==> config.mk <==
export PLATFORM = sky130hd
export DESIGN_NAME = carregador_matriz
export DESIGN_NICKNAME = d
export VERILOG_FILES = /design/src/rtl/carregador_matriz.sv
export SDC_FILE = /design/constraint.sdc
export NUM_CORES = 1
export LEC_CHECK = 0
export ABC_AREA = 1
export BUFFER_PORTS_ARGS = -buffer_cell sky130_fd_sc_hd__buf_2
export CAP_MARGIN = 20
export CORE_ASPECT_RATIO = 0.8
export CORE_MARGIN = 2
export CORE_UTILIZATION = 35
export DETAILED_ROUTE_END_ITERATION = 6
export MAX_ROUTING_LAYER = met4
export PLACE_DENSITY = 0.63
export SETUP_SLACK_MARGIN = 0.4
export SYNTH_ARGS = -nofsm -noshare
export SYNTH_HDL_FRONTEND = slang
export SYNTH_SLANG_ARGS = --single-unit
==> constraint.sdc <==
create_clock -name clk -period 5.77 [get_ports clk]
set_input_delay 0.2885 -clock clk [delete_from_list [all_inputs] [get_ports clk]]
set_output_delay 0.2885 -clock clk [all_outputs]
set_load 0.1 [all_outputs]
==> src/rtl/carregador_matriz.sv <==
// Matrix loader: packs N x N signed elements (row-major, valid/ready) into the 5x5 matrix bus.
// Optional running checksum of accepted elements: define CARREGADOR_CHECKSUM_EN.
module carregador_matriz #(
  parameter int DATA_W   = 8,
  parameter int MAX_DIM  = 5,
  parameter int MATRIX_W = MAX_DIM*MAX_DIM*DATA_W
) (
  input  logic                clk,
  input  logic                rst_n,
  input  logic                start,
  input  logic                abort,
  input  logic [2:0]          tamanho,
  input  logic                in_valid,
  input  logic [DATA_W-1:0]   in_data,
  output logic                in_ready,
  output logic [MATRIX_W-1:0] matrix_A,
  output logic                busy,
  output logic                done,
  output logic                err,
  output logic [DATA_W-1:0]   checksum
);

  localparam int unsigned ELEMS = MAX_DIM*MAX_DIM;
  localparam int          IDX_W = $clog2(ELEMS);

  typedef enum logic [1:0] {S_IDLE, S_CLEAR, S_LOAD, S_DONE} state_t;

  state_t           state, nxt;
  logic [2:0]       n_q;
  logic [2:0]       lin, col;
  logic [IDX_W-1:0] count;
  logic [IDX_W-1:0] idx;
  logic [IDX_W-1:0] n_ext;
  logic             err_q;
  logic             size_ok, col_last, last;
  logic             do_clear, do_write, latch_n, err_nxt;

  assign size_ok  = (tamanho >= 3'd2) && (tamanho <= 3'd5);
  assign n_ext    = IDX_W'(n_q);
  assign col_last = (col == n_q - 3'd1);
  assign last     = (count == n_ext*n_ext - IDX_W'(1));
  // Storage stride is always MAX_DIM, independent of the loaded N.
  assign idx      = IDX_W'(lin)*IDX_W'(MAX_DIM) + IDX_W'(col);

  always_ff @(posedge clk or negedge rst_n) begin
    if (!rst_n) state <= S_IDLE;
    else        state <= nxt;
  end

  always_comb begin
    nxt      = state;
    do_clear = 1'b0;
    do_write = 1'b0;
    latch_n  = 1'b0;
    err_nxt  = 1'b0;
    case (state)
      S_IDLE: begin
        if (start) begin
          if (size_ok) begin
            latch_n = 1'b1;
            nxt     = S_CLEAR;
          end else begin
            err_nxt = 1'b1;
          end
        end
      end
      S_CLEAR: begin
        if (abort) nxt = S_IDLE;
        else begin
          do_clear = 1'b1;
          nxt      = S_LOAD;
        end
      end
      S_LOAD: begin
        if (abort) nxt = S_IDLE;
        else if (in_valid) begin
          do_write = 1'b1;
          if (last) nxt = S_DONE;
        end
      end
      S_DONE:  nxt = S_IDLE;
      default: nxt = S_IDLE;
    endcase
  end

  assign in_ready = (state == S_LOAD);
  assign busy     = (state == S_CLEAR) || (state == S_LOAD);
  assign done     = (state == S_DONE);
  assign err      = err_q;

  always_ff @(posedge clk or negedge rst_n) begin
    if (!rst_n) begin
      n_q      <= '0;
      lin      <= '0;
      col      <= '0;
      count    <= '0;
      err_q    <= 1'b0;
      matrix_A <= '0;
    end else begin
      err_q <= err_nxt;
      if (latch_n) n_q <= tamanho;
      if (do_clear) begin
        matrix_A <= '0;
        lin      <= '0;
        col      <= '0;
        count    <= '0;
      end else if (do_write) begin
        for (int unsigned e = 0; e < ELEMS; e++) begin
          if (idx == IDX_W'(e)) matrix_A[e*DATA_W +: DATA_W] <= in_data;
        end
        count <= count + IDX_W'(1);
        if (col_last) begin
          col <= '0;
          lin <= lin + 3'd1;
        end else begin
          col <= col + 3'd1;
        end
      end
    end
  end

`ifdef CARREGADOR_CHECKSUM_EN
  logic [DATA_W-1:0] sum_q;

  always_ff @(posedge clk or negedge rst_n) begin
    if (!rst_n)        sum_q <= '0;
    else if (do_clear) sum_q <= '0;
    else if (do_write) sum_q <= sum_q + in_data;
  end

  assign checksum = sum_q;
`else
  assign checksum = '0;
`endif

endmodule

After elaboration in Yosys (flattened, before gate mapping)
Cells that the tools add are included.
{"block": "totals", "register_bits": 217, "latchBits": 0, "ram_bits": 0, "mem_bits_ro": 0, "input_bits": 16, "output_inout_bits": 212, "elab_cells": 185, "memories": 0}
{"block": "op_classes", "addsub": 6, "multipliers": 2, "n_div": 0, "order_cmp": 2, "eq_ne": 33, "shift": 0, "muxes": 53, "bitwise": 0, "reduce_logical": 58}
{"op": "$mux W200", "count": 2}
{"op": "$mux W8", "count": 25}
{"op": "$reduce_bool A2 Y1", "count": 27}
{"op": "$reduce_and A2 Y1", "count": 26}
{"op": "$eq A5 B5 Y1 const B", "count": 9}
{"op": "$eq A5 B4 Y1 const B", "count": 8}
{"op": "$eq A5 B3 Y1 const B", "count": 4}
{"op": "$mux W3", "count": 6}
{"op": "$mux W2", "count": 6}
{"op": "$mux W1", "count": 11}
{"op": "$eq A5 B2 Y1 const B", "count": 2}
{"op": "$mux W5", "count": 2}
{"op": "$pmux W2 S4", "count": 1}
{"op": "$add A3 B1 Y3 const B", "count": 2}
{"op": "$add A5 B1 Y5 const B", "count": 1}
{"op": "$add A5 B3 Y5", "count": 1}
{"op": "$eq A5 B1 Y1 const B", "count": 1}
{"op": "$eq A5 B5 Y1", "count": 1}
{"op": "$logic_not A5 Y1", "count": 1}
{"op": "$mul A3 B3 Y5", "count": 1}
{"op": "$mul A3 B3 Y5 const B", "count": 1}
{"op": "$sub A5 B1 Y5 const B", "count": 1}
{"op": "$eq A2 B2 Y1 const B", "count": 2}
{"op": "$ne A2 B2 Y1 const B", "count": 2}
{"op": "11 further kinds", "count": 11}

Logic depth before layout (Yosys ltp)
Gate-level depths: netlist of run 1.
{"block": "depth", "word_depth": 7, "ltp_mapped": 15, "depth_no_buf": 15}

Worst setup path after synthesis of run 1
Ideal clock, no wire load.
{"block": "synth_path", "path_type": "register to register", "start": "reg lin[2]", "end": "reg matrix_A[60]", "arrival_ps": 2609, "setup_slack_ps": 3027, "stages_incl_launch_ff": 10, "period_less_slack_ps": 2743, "cell_sequence": "dfrtp_1 ha_1 ha_1 fa_1 inv_2 nor4_1 nand2_2 buf_2 nand3_1 o21ai_0"}
{"block": "synth_via", "elab_chain_cells": 5}
{"item": "start, declared", "line": "30", "text": "logic [2:0] lin, col;"}
{"item": "start signal, assigned", "line": "114", "text": "lin <= lin + 3'd1;"}
{"item": "$mul A3 B3 Y5", "line": "43", "text": "assign idx = IDX_W'(lin)*IDX_W'(MAX_DIM) + IDX_W'(col);"}
{"item": "$add A5 B3 Y5", "line": "43"}
{"item": "$eq A5 B3 Y1", "line": "109", "text": "if (idx == IDX_W'(e)) matrix_A[e*DATA_W +: DATA_W] <= in_data;"}
{"item": "$reduce_bool A2 Y1 (no line)"}
{"item": "$reduce_and A2 Y1 (no line)"}
{"item": "end signal, assigned by index", "line": "109"}
{"item": "end, declared", "line": "16", "text": "output logic [MATRIX_W-1:0] matrix_A,"}
Every way passes these cells.
A chain may end at the register's enable or synchronous reset.

Worst setup path after layout of run 1
{"block": "layout_path", "start": "reg lin[2]", "end": "reg matrix_A[127]"}
{"block": "layout_via", "elab_chain_cells": 5}
{"item": "$mul A3 B3 Y5", "line": "43"}
{"item": "$add A5 B3 Y5", "line": "43"}
{"item": "$eq A5 B4 Y1", "line": "109"}
{"item": "$reduce_bool A2 Y1 (no line)"}
{"item": "$reduce_and A2 Y1 (no line)"}
Every way passes these cells.

==> metrics.cfg, run 1 <==
[status]
outcome=finished, final reports clean

[logic_synthesis]
synth_top_cell_by_area=dfrtp_1
synthesis.area_um2=8990
ys_seq_area_share_pct=60.4
yosys_warnings=0
synth_ff_type=dfrtp_1
synth.area.top_cells=dfrtp_1 60%, nand3_1 12%, o21ai_0 8.9%
synth_edf_count=0
async_reset_ff_share_pct=100
synth_cell_types=31
ys_top_cells_by_count=217 x dfrtp_1, 213 x nand3_1, 159 x o21ai_0
syn_avg_cell_area_um2=9.83
ys_ff_latch=217
syn_inst=914
post-synth-top-count-cell=dfrtp_1
synth.top_cell.area_share_pct=60.4

[sta]
fmaxAchievable_mhz=290
setup_viol=0
timing.final.crit_share_pct=59.8
worst_clock_skew_ns=0.0224
slew_headroom_pct=29.0
setup_tns_ns=0
slew_viol_final=0
hold_ws_ns=0.0542
rsz0062_at_grt=false
worst_pin_slew_ns=1.06
setup_slack_ns=2.32
min_period_ns=3.45
hold_viol=0

[critical_path]
crit_chain=ha_1, ha_1, ha_1, a21oi_1, nand2_1, xor2_2, nand3_1, nand3_1, o21ai_0
crit_slowest_cell=xor2_2
worstPathRequired_ns=6.11
cp_common_cell=ha_1
worstPathArrival_ns=3.79
cp_max_fo=17
path_class=register to register
cp_slowest_stage_delay_ns=0.76
start_kind=register
end_kind=register

[die]
io_pins=228
dieWidth_um=183
core-area_um2=25200
rows=52
die_area_um2=27000
die-height_um=147
start_util_pct=35.6

[global_routing]
grt_start_max_net_pins=121
track_usage_pct=19.7
grt_pass1_vias=7097
grt_overflow_total=0
antenna_found_initial=0
grt_pass1_wl_mm=40.9

[drt]
vias=7316
post-route-drc-count=0
via_per_inst=5.06
wire_per_inst_um=18.0
wl_mm=26.0
drt_first_pass_iters=4
first_iter_violations=443
drt.antenna.violating_nets=0

[power]
p_sw_share_pct=37.9
p_int_mw=2.88
power.density_nw_per_um2=415
seqPwrFrac_pct=36.0
clkPwrFrac_pct=35.9
power.switching_mw=1.76
power.total_mw=4.63
leakage_nw=5.78
combPwrFrac_pct=28.1
ir_drop_uv=264

[finish]
final_cell_area_um2=11200
multiInputGateArea_um2=3130
antenna_cells=0
nNetsFinal=1140
regArea_um2=5430
num-fill-cells=2449
area_delta_synth_final_pct=24.2
drive_gt1_share_pct=26.8

[clock_network]
cts_buffers=24
cts_tree=done
path_clk_slew_ns=0.06
clk_path_buf_depth=3
cts_max_level=1
cts_resized=0
root_buffer=clkbuf_16
clk_latency_ns=0.52
cts.sinks=217

[placed_design]
placed_area_um2=10300
gp_congestion=0.768
place_hpwl_mm=17.0
port_buffers=219
dp_slack_ns=2.30

[flow_run]
maxCapViolations=0

[min_path]
hp-class=primary input to register

==> through the flow <==
stage / utilization [%] / instances
6_report: 44.2 / 1445
3_3_place_gp: 40.6 / 1398
5_1_grt: 44.2 / 1445
4_1_cts: 44.2 / 1445
3_5_place_dp: 40.7 / 1399
2_1_floorplan: - / 921
==> flip-flops by register name (all words and copies together), names as in the netlist <==
name and cells:
matrix_A 200, col 3, state 2, count 5, err 1, lin 3
n_q 3
==> final timing paths <==
check	startpoint	to	slack (ns)	cells after the start
max in group asynchronous	rst_n	matrix_A[55]$_DFFE_PN0P_	3.95	3
min in group asynchronous	rst_n	matrix_A[134]$_DFFE_PN0P_	0.42	2
worst min register to register	matrix_A[140]$_DFFE_PN0P_	matrix_A[140]$_DFFE_PN0P_	0.50	2
worst max-delay path	lin[2]$_DFFE_PN0P_	matrix_A[127]$_DFFE_PN0P_	2.32	9
worst max register to register	lin[2]$_DFFE_PN0P_	matrix_A[127]$_DFFE_PN0P_	2.32	9
worst min-delay path	start	err$_DFF_PN0_	0.05	3
==> power groups by stage <==
stage / Combinational [mW] / Sequential (mW) / Clock, mW
4_1_cts: 1.31 / 1.67 / 1.70
3_5_place_dp: 1.30 / 1.69 / 0
5_1_grt: 1.44 / 1.68 / 1.76
3_3_place_gp: 1.29 / 1.69 / 0
6_report: 1.30 / 1.67 / 1.66
2_1_floorplan: 0.713 / 1.99 / 0
==> placed cells by master, fill, tap and decap left out, types with 3 or more instances in the layout <==
master,n
nand2_2,17
clkinv_2,9
bufinv_16,5
a21oi_1,7
clkbuf_16,25
o21ai_0,159
nor2_1,29
nor4_1,3
or2_2,3
ha_1,20
buf_2,218
nand2_1,71
buf_4,9
nand3_1,213
inv_1,24
nor3_1,6
inv_2,3
dfrtp_1,217
o21ai_1,50
conb_1,8
==> what timing repair did <==
action	CTS	global route
buffers inserted	0	0
hold buffers	2	0
endpoints found under the hold margin	118	0
==> cell families (layout without fill, tap and decap cells) <==
logic type | count (synthesis) | in the layout | share of synthesized area (%)
AOI/OAI and AO/OA | 219 | 219 | 12.3
xor gates and xnor gates | 7 | 7 | 0.933
adders and majority gates | 21 | 21 | 3.01
buffers and inverters | 103 | 303 | 5.05
DFF | 217 | 217 | 60.4
other | 1 | 8 | 0.0417
and+or+nand+nor | 346 | 346 | 18.3
==> routing by layer <==
metal | up-vias | GRT usage, % | part of all wire (%) | routed length [µm]
met2 | 189 | 29.4 | 45 | 11700
met3 | 30 | 4.44 | 5.9 | 1530
met4 | 0 | 4.08 | 1.8 | 464
met1 | 3593 | 27.7 | 47 | 12300
li1 | 3504 | - | - | -
met5 | - | - | 0 | 0
==> area by class of cell <==
type | count | area share, %
Multi-Input combinational cell | 601 | 28.0
Inverter | 28 | 0.987
Tap cell | 324 | 3.63
Timing Repair Buffer | 231 | 10.9
Clock buffer | 27 | 5.76
Sequential cell | 217 | 48.7
Clock inverter | 17 | 1.97
==> critical path: cells and delay by family, from the launching register on <==
kind	cells	cell delay, ns
fa+ha+maj	3	0.84
simple gates	3	1.01
flops	1	0.44
compound gates	2	0.24
xor+xnor	1	0.76
(Power assumes the default switching activity.)
==> inputs of run 2 (changes only) <==
--- a/config.mk
+++ b/config.mk
@@ -5,7 +5,7 @@
 export SDC_FILE = /design/constraint.sdc
 export NUM_CORES = 1
 export LEC_CHECK = 0
-export ABC_AREA = 1
+export ABC_AREA = 0
 export BUFFER_PORTS_ARGS = -buffer_cell sky130_fd_sc_hd__buf_2
 export CAP_MARGIN = 20
 export CORE_ASPECT_RATIO = 0.8
@@ -13,7 +13,7 @@
 export CORE_UTILIZATION = 35
 export DETAILED_ROUTE_END_ITERATION = 6
 export MAX_ROUTING_LAYER = met4
-export PLACE_DENSITY = 0.63
+export PLACE_DENSITY = 0.62
 export SETUP_SLACK_MARGIN = 0.4
 export SYNTH_ARGS = -nofsm -noshare
 export SYNTH_HDL_FRONTEND = slang
==> constraint.sdc (replaced) <==
create_clock -name clk -period 3.4 [get_ports clk]
set_input_delay 0.17 -clock clk [delete_from_list [all_inputs] [get_ports clk]]
set_output_delay 0.17 -clock clk [all_outputs]
set_load 0.1 [all_outputs]
==> run 2 against run 1 <==
  * Clock-buffer cell count rose by 1
  * Clock skew rose by 0.0059 ns
  * Register-to-register slack got worse by 1.8 ns
  * Fmax rose by 21%
  * Global-route usage barely moved
  * Non-clock buffer count rose by 30
  * Critical path depth fell by 1
  * Via count fell by 3.1%
  * Core utilization rose by 0.075 points
  * Worst hold slack improved by 0.15 ns
  * Critical path type unchanged
  * Critical endpoint is now matrix_A[71]$_DFFE_PN0P_
  * Largest power group unchanged
  * Highest routed layer unchanged
==> metrics.cfg, run 2 <==
[status]
outcome=finished, final reports clean

[critical_path]
rr_worst_depth=8
start_kind=register
cp_slowest_stage_delay_ns=0.43
cp_max_fo=11
r2r-start=lin[0]$_DFFE_PN0P_
cp_common_cell=ha_1
r2r-end=matrix_A[71]$_DFFE_PN0P_
path_depth=8
path_class=register to register
timing.critical_path.buf_inv=0
reg2reg_slack_ns=0.54
crit_family=adder cells
crit_slowest_cell=dfrtp_1
worstPathArrival_ns=3.26
end_kind=register
crit_chain=ha_1, ha_1, ha_1, a21o_1, a21oi_4, xnor2_4, nand3_2, mux2i_1
worstPathRequired_ns=3.80

[power]
power.density_nw_per_um2=582
leakage_nw=7.38
power.total_mw=7.26
ir_drop_uv=428

[finish]
largest_reg_flops=200
stdcell_count=1462
reg.largest.list=matrix_A (200), count (5)
antenna_cells=0
multiInputGateArea_um2=4200
regArea_um2=5430
top_register=matrix_A
layout_commonest_cell=buf_2
final_cell_mix=218 x buf_2, 217 x dfrtp_1, 209 x nand2_1, 193 x mux2i_1, 24 x clkbuf_16
nNetsFinal=1113
drive_gt1_share_pct=29.9
area_delta_synth_final_pct=25.3
num-fill-cells=2672

[min_path]
hold_end=count[0]$_DFFE_PN0P_
hold_depth=3
hp-class=primary input to register
min_from=in_valid

[die]
io_pins=228
core-area_um2=28100
die_area_um2=29800
start_util_pct=35.3
die-height_um=155
rows=55
dieWidth_um=192

[sta]
min_period_ns=2.86
worst_pin_slew_ns=0.704
setup_tns_ns=0
rsz0062_at_grt=true
timing.final.crit_share_pct=84.2
setup_viol=0
slew_headroom_pct=53.0
worst_clock_skew_ns=0.0284
fmaxAchievable_mhz=349
hold_ws_ns=0.200
slew_viol_final=0
hold_viol=0

[clock_network]
cts_tree=done
cts_max_level=1
clk_path_buf_depth=3
cts.sinks=217
cts_buffers=24
root_buffer=clkbuf_16
clk_latency_ns=0.53
path_clk_slew_ns=0.07

[logic_synthesis]
syn_inst=844
post-synth-top-count-cell=dfrtp_1
ys_top_cells_by_count=217 x dfrtp_1, 209 x nand2_1, 193 x mux2i_1
synth_ff_type=dfrtp_1
ys_seq_area_share_pct=54.6
synthesis.area_um2=9950
synth_edf_count=0
ys_ff_latch=217
synth_top_cell_by_area=dfrtp_1
synth.top_cell.area_share_pct=54.6
syn_avg_cell_area_um2=11.8
synth.area.top_cells=dfrtp_1 55%, mux2i_1 19%, nand2_1 7.9%
async_reset_ff_share_pct=100
yosys_warnings=0
synth_cell_types=54

[drt]
dr_wl_met3_mm=1.91
highest_layer=met4
wirelength_met1_mm=14.0
wl_mm=28.6
wl_met2_mm=12.3
drt.antenna.violating_nets=0
via_per_inst=4.85
drt_first_pass_iters=4
wire_per_inst_um=19.5
post-route-drc-count=0
vias=7086
first_iter_violations=421

[global_routing]
grt_pass1_wl_mm=44.0
track_usage_pct=19.7
grt_start_max_net_pins=93
antenna_found_initial=0
grt_overflow_total=0
grt_pass1_vias=7062

[placed_design]
port_buffers=219
gp_congestion=0.807
place_hpwl_mm=18.6
dpl.cell_count=1401

[flow_run]
maxCapViolations=0

## run 2: cell types whose count changed after synthesis, sizes merged, moves of 21 or more
cell,delta
nor2,-21
o21ai,-194
mux2i,+193
inv,-22
nand3,-177
nand2,+121
## run 2: repair_timing
action / CTS / global route
setup endpoints to repair: 130 / 167
gates resized for setup: 3 / 14
hold buffers: 16 / 0
pin swaps: 0 / 3
hold endpoints to repair: 95 / 0
setup buffers: 0 / 3
## run 2: routing by layer
layer | vias to the layer above | global-route usage, %
met4 | 0 | 3.27
li1 | 3306 | -
met1 | 3521 | 29.0
met3 | 31 | 3.86
met5 | - | -
met2 | 228 | 28.6
## run 2: per-stage QoR
step                      area [µm²]  util, %  worst slack [ns]
final                          12500     44.3             0.537
after global placement         11400     40.3             0.202
after floorplan                 9970        -             0.637
after CTS                      12400     43.9             0.354
after global routing           12500     44.3             0.353
after detailed placement       11400     40.3             0.141
## run 2: worst reg2reg max path, delay by kind of cell (launching register included)
kind,cells,cell delay [ns]
adder cells (fa/ha/maj),3,0.93
flip-flops,1,0.43
AO/OA/AOI/OAI,2,0.43
AND/OR/NAND/NOR,1,0.43
XOR/XNOR,1,0.27
multiplexers,1,0.22
## run 2: cells by family after synthesis
group	after synthesis	share of synthesized area, %
adder cells (fa/ha/maj)	21	2.72
AND/OR/NAND/NOR	284	14.1
XOR/XNOR	14	1.86
buffers and inverters	68	4.33
AO/OA/AOI/OAI	44	2.72
multiplexers	195	19.6
flip-flops	217	54.6
other	1	0.0377
## run 2: report_power, final
group,switching (mW),internal (mW)
combinational,1.34,0.396
sequential,0.102,2.66
clock,1.10,1.66
total,2.54,4.72
## run 2: area by class of cell
type | count | share of cell area (%)
Inverter | 6 | 0.181
Tap cell | 370 | 3.71
Sequential cell | 217 | 43.6
Clock buffer | 28 | 5.18
Clock inverter | 14 | 1.52
Multi-Input combinational cell | 566 | 33.7
Timing Repair Buffer | 261 | 12.1
## run 2: worst max-delay path by stage
| stage | start | to | slack, ns |
|---|---|---|---|
| floorplan | state[0]$_DFFE_PN0P_ | matrix_A[55]$_DFFE_PN0P_ | 0.64 |
| global placement | lin[0]$_DFFE_PN0P_ | matrix_A[48]$_DFFE_PN0P_ | 0.20 |
| detailed placement | lin[0]$_DFFE_PN0P_ | matrix_A[49]$_DFFE_PN0P_ | 0.14 |
| CTS | lin[0]$_DFFE_PN0P_ | matrix_A[36]$_DFFE_PN0P_ | 0.35 |
| global route | lin[0]$_DFFE_PN0P_ | matrix_A[107]$_DFFE_PN0P_ | 0.35 |
| finish | lin[0]$_DFFE_PN0P_ | matrix_A[71]$_DFFE_PN0P_ | 0.54 |
